<file path="config.mk">
export PLATFORM = sky130hd
export DESIGN_NAME = mul255_sub
export DESIGN_NICKNAME = d
export VERILOG_FILES = /design/src/rtl/mul255_sub.sv
export SDC_FILE = /design/constraint.sdc
export NUM_CORES = 1
export LEC_CHECK = 0
export ABC_AREA = 1
export CORE_MARGIN = 3
export CORE_UTILIZATION = 47
export DETAILED_ROUTE_END_ITERATION = 8
export GPL_TIMING_DRIVEN = 0
export PLACE_DENSITY = 0.84
export SLEW_MARGIN = 10
export SYNTH_ARGS = -nofsm -noshare
export SYNTH_HDL_FRONTEND = slang
export SYNTH_SLANG_ARGS = --single-unit
</file>
<file path="constraint.sdc">
create_clock -name vclk -period 3
set_input_delay 0.6 -clock vclk [all_inputs]
set_output_delay 0.6 -clock vclk [all_outputs]
set_load 0.01 [all_outputs]
</file>
<file path="src/rtl/mul255_sub.sv">
// Combinational P = 255*Q and R = X - P datapath; the parent registers both.
module mul255_sub #(
  parameter int unsigned QW = 32
) (
  input  logic [QW-1:0] q,
  input  logic [QW-1:0] x,
  input  logic [QW+1:0] p_reg,
  output logic [QW+1:0] p,
  output logic [QW+1:0] r
);

  logic [QW+1:0] q_ext;
  logic [QW+1:0] x_ext;

  assign q_ext = {2'b00, q};
  assign x_ext = {2'b00, x};

  // 255*Q as shift-and-subtract, deliberately truncated to QW+2 bits.
  assign p = (q_ext << 8) - q_ext;
  assign r = x_ext - p_reg;

endmodule

</file>
==> impl_metrics.json, run 1 <==
{
  "outcome": "did not finish",
  "failed_stage": "global routing",
  "error_line": "[ERROR GRT-0232] Routing congestion too high. Check the congestion heatmap in the GUI.",
  "avgSynthCellArea_um2": 5.022,
  "yosys_warnings": 0,
  "num_rows": 34,
  "yosysTopAreaCell": "nand2_1",
  "grt-worst-endpoint": "r[27]",
  "synth_seq_area_share_pct": 0,
  "placed_area_um2": 6236,
  "die_w_um": 103.2,
  "groute.usage.overall_pct": 70.87,
  "gp_congestion": 0.9578,
  "grt_max_degree": 7,
  "synth_area_leaders": "nand2_1, ha_1, inv_1",
  "synth_top_area_share_pct": 23.25,
  "start_util_pct": 49.69,
  "grt-ovfl-total": 74,
  "dpl.hpwl_um": 13250,
  "pin_count": 166,
  "cts_hold_buffers": 0,
  "worst-ep-kind": "primary output",
  "portBuffers": 166,
  "synth.cell_area_um2": 4439,
  "syn_inst": 884,
  "ys_types": 29,
  "die_h_um": 103.2,
  "synth_nets": 1040
}
## Yosys cell counts, drive strengths merged
| cell type | instances |
|---|---|
| nand4 | 12 |
| fa | 1 |
| nand2 | 290 |
| nor3 | 16 |
| or2 | 1 |
| buf | 1 |
| and2 | 4 |
| a21o | 6 |
| a21boi | 1 |
| nor2 | 108 |
| xor2 | 31 |
| nand3 | 51 |
| o21bai | 7 |
| xnor2 | 4 |
| ha | 57 |
| o21ai | 36 |
| a21oi | 68 |
| inv | 184 |
| nand3b | 1 |
| o21a | 4 |
| nor4 | 1 |
## routing by layer
layer | global-route usage (%) | GRT overflow
met5 | 22.60 | 0
met2 | 91.47 | 39
met4 | 72.91 | 34
met3 | 54.06 | 0
met1 | 67.38 | 1
## stage by stage
stage	TNS (ns)	setup slack (ns)	cells	hold slack, ns
after CTS	-0.4108	-0.1691	1201	1.839
after detailed placement	-29.91	-0.7244	1158	2.195
after global placement	-29.30	-0.7137	1158	2.193
after floorplan	0	0.4393	884	1.280
## cells by family after synthesis
group	count (synthesis)	synth area share, %
AO/OA/AOI/OAI	122	15.02
XOR/XNOR	35	6.905
buffers and inverters	185	15.73
adder cells (fa/ha/maj)	58	16.52
AND/OR/NAND/NOR	484	45.83
## repair_timing
| item | in CTS |
|---|---|
| hold endpoints to repair | 0 |
| gates resized for setup | 428 |
| pin swaps | 82 |
| buffers inserted | 43 |
| setup endpoints to repair | 59 |
==> inputs of run 2 (changes only) <==
--- a/config.mk
+++ b/config.mk
@@ -7,10 +7,10 @@
 export LEC_CHECK = 0
 export ABC_AREA = 1
 export CORE_MARGIN = 3
-export CORE_UTILIZATION = 47
+export CORE_UTILIZATION = 40
 export DETAILED_ROUTE_END_ITERATION = 8
 export GPL_TIMING_DRIVEN = 0
-export PLACE_DENSITY = 0.84
+export PLACE_DENSITY_LB_ADDON = 0.15
 export SLEW_MARGIN = 10
 export SYNTH_ARGS = -nofsm -noshare
 export SYNTH_HDL_FRONTEND = slang
==> run 2 against run 1 <==
Against the previous run: synthesized cell count is the same; area after synthesis unchanged; the flow now finishes, with violations (negative setup slack).
==> impl_metrics.json, run 2 <==
{
  "outcome": "finished, violations left",
  "violations": "negative setup slack",
  "min_period_ns": 3.233,
  "place_ws_ns": -0.7275,
  "grt-ovfl-total": 0,
  "synth.cell_area_um2": 4439,
  "synth_nets": 1040,
  "nNetsFinal": 1287,
  "clkbuf_count": 0,
  "internal-power_uw": 861.9,
  "end_kind": "output port",
  "synth_area_leaders": "nand2_1, ha_1, inv_1",
  "placed_area_um2": 6271,
  "die-area_um2": 12400,
  "utilization_pct": 80.55,
  "portBuffers": 166,
  "dpl.hpwl_um": 12990,
  "drv_slew": 0,
  "crit_path_start_kind": "input port",
  "gp_congestion": 0.8991,
  "layout_commonest_cell": "nand2_1",
  "drt_wl_total_um": 23050,
  "hp-class": "in -> out",
  "ir_drop_mv": 0.1740,
  "grt_max_degree": 7,
  "groute.usage.overall_pct": 27.18,
  "num_rows": 37,
  "syn_inst": 884,
  "synth_top_cells_by_count": "nand2_1, inv_1, nor2_1",
  "n_antenna_cell": 0,
  "yosysTopAreaCell": "nand2_1",
  "hold_viol_final": 0,
  "drt_iter0_markers": 623,
  "fin_ws_ns": -0.2330,
  "power_uw": 1972,
  "grt_pass1_wl_um": 29340,
  "area_growth_pct": 91.52,
  "drcViolationCount": 0,
  "antenna_found_initial": 0,
  "ant_nets": 0,
  "path_max_fanout": 5,
  "vias": 7202,
  "firstDrtPassIters": 6,
  "die_h_um": 111.3,
  "hold_depth": 4,
  "die_w_um": 111.3,
  "setup-violations-final": 13,
  "fin_crit_sh_pct": 107.8,
  "max-cap-violations": 0,
  "fmax_mhz": 309.3,
  "ys_types": 29,
  "cts_hold_buffers": 0,
  "synth_top_area_share_pct": 23.25,
  "pwr-share-clk_pct": 0,
  "seq_cells": 0,
  "coreArea_um2": 10560,
  "critical_path_class": "in -> out",
  "power_leakage_uw": 0.004410,
  "comb_power_share_pct": 100.0,
  "rsz0062_at_grt": "true",
  "switchingPower_uw": 1110,
  "synth_seq_area_share_pct": 0,
  "whs_ns": 1.598,
  "final_area_um2": 8502,
  "swShare_pct": 56.29,
  "yosys_warnings": 0,
  "avgSynthCellArea_um2": 5.022,
  "start_util_pct": 42.06,
  "p_per_area_nw_per_um2": 232.0,
  "first_global_vias": 6558,
  "power_frac_seq_pct": 0,
  "yosysMostFrequentCell": "nand2_1",
  "max_slew_margin_pct": 72.37,
  "worst_pin_slew_ns": 0.4101,
  "drive_gt1_share_pct": 43.22,
  "final_cell_mix": "nand2_1, inv_1, buf_4",
  "routedWlPerCell_um": 18.22,
  "required_ns": 2.40,
  "arrival_ns": 2.63,
  "vias_per_cell": 5.693,
  "regArea_um2": 0,
  "pin_count": 166
}
-- run 2: cell type report --
class	count	area [µm²]
Buffer	1	7.507
Fill cell	651	2053
Inverter	184	695.7
Multi-Input combinational cell	699	5548
Tap cell	136	170.2
Timing Repair Buffer	245	2081
-- run 2: logic make-up (layout without fill, tap and decap cells) --
family                     after synthesis  count (layout)  synth area share (%)
xor gates and xnor gates                35              35                 6.905
buffers and inverters                  185             430                 15.73
and+or+nand+nor                        484             484                 45.83
AOI/OAI and AO/OA                      122             122                 15.02
adders and majority gates               58              58                 16.52
-- run 2: worst paths after layout --
check  startpoint     to  slack (ns)
min         q[24]  p[32]        1.60
max     p_reg[22]  r[24]       -0.23
-- run 2: timing repair --
action / in CTS / in global routing
pin swaps: 75 / 101
buffers inserted: 50 / 29
cloned: 0 / 0
endpoints found under the setup margin: 59 / 50
resized for setup: 447 / 245
-- run 2: stage by stage --
step	setup TNS, ns	std cells
finish	-1.095	1265
global route	-2.425	1265
CTS	-0.5806	1236
detailed placement	-30.46	1186
global placement	-30.24	1186
floorplan	0	884
-- run 2: critical path: stages --
cell             delay (ns)
clkdlybuf4s50_1        0.45
inv_1                  0.07
ha_4                   0.32
nand2_1                0.13
o21ai_0                0.39
inv_1                  0.12
nand2_1                0.14
inv_1                  0.09
nand2_1                0.08
nand2_1                0.06
nand2_1                0.06
buf_2                  0.13
-- run 2: power by group through the flow --
| stage | Combinational [µW] | Sequential (µW) | Clock [µW] |
|---|---|---|---|
| finish | 1970 | 0 | 0 |
| global route | 2080 | 0 | 0 |
| CTS | 1630 | 0 | 0 |
| detailed placement | 1400 | 0 | 0 |
| global placement | 1400 | 0 | 0 |
| floorplan | 765 | 0 | 0 |
-- run 2: metal layers --
metal  routed length [µm]  global-route usage (%)
met1                 8390                   32.23
met2                11500                   51.95
met3                 1709                   2.337
met4                 1455                   7.380
met5                    0                       0
No activity file was read; power rests on OpenSTA's default activity.
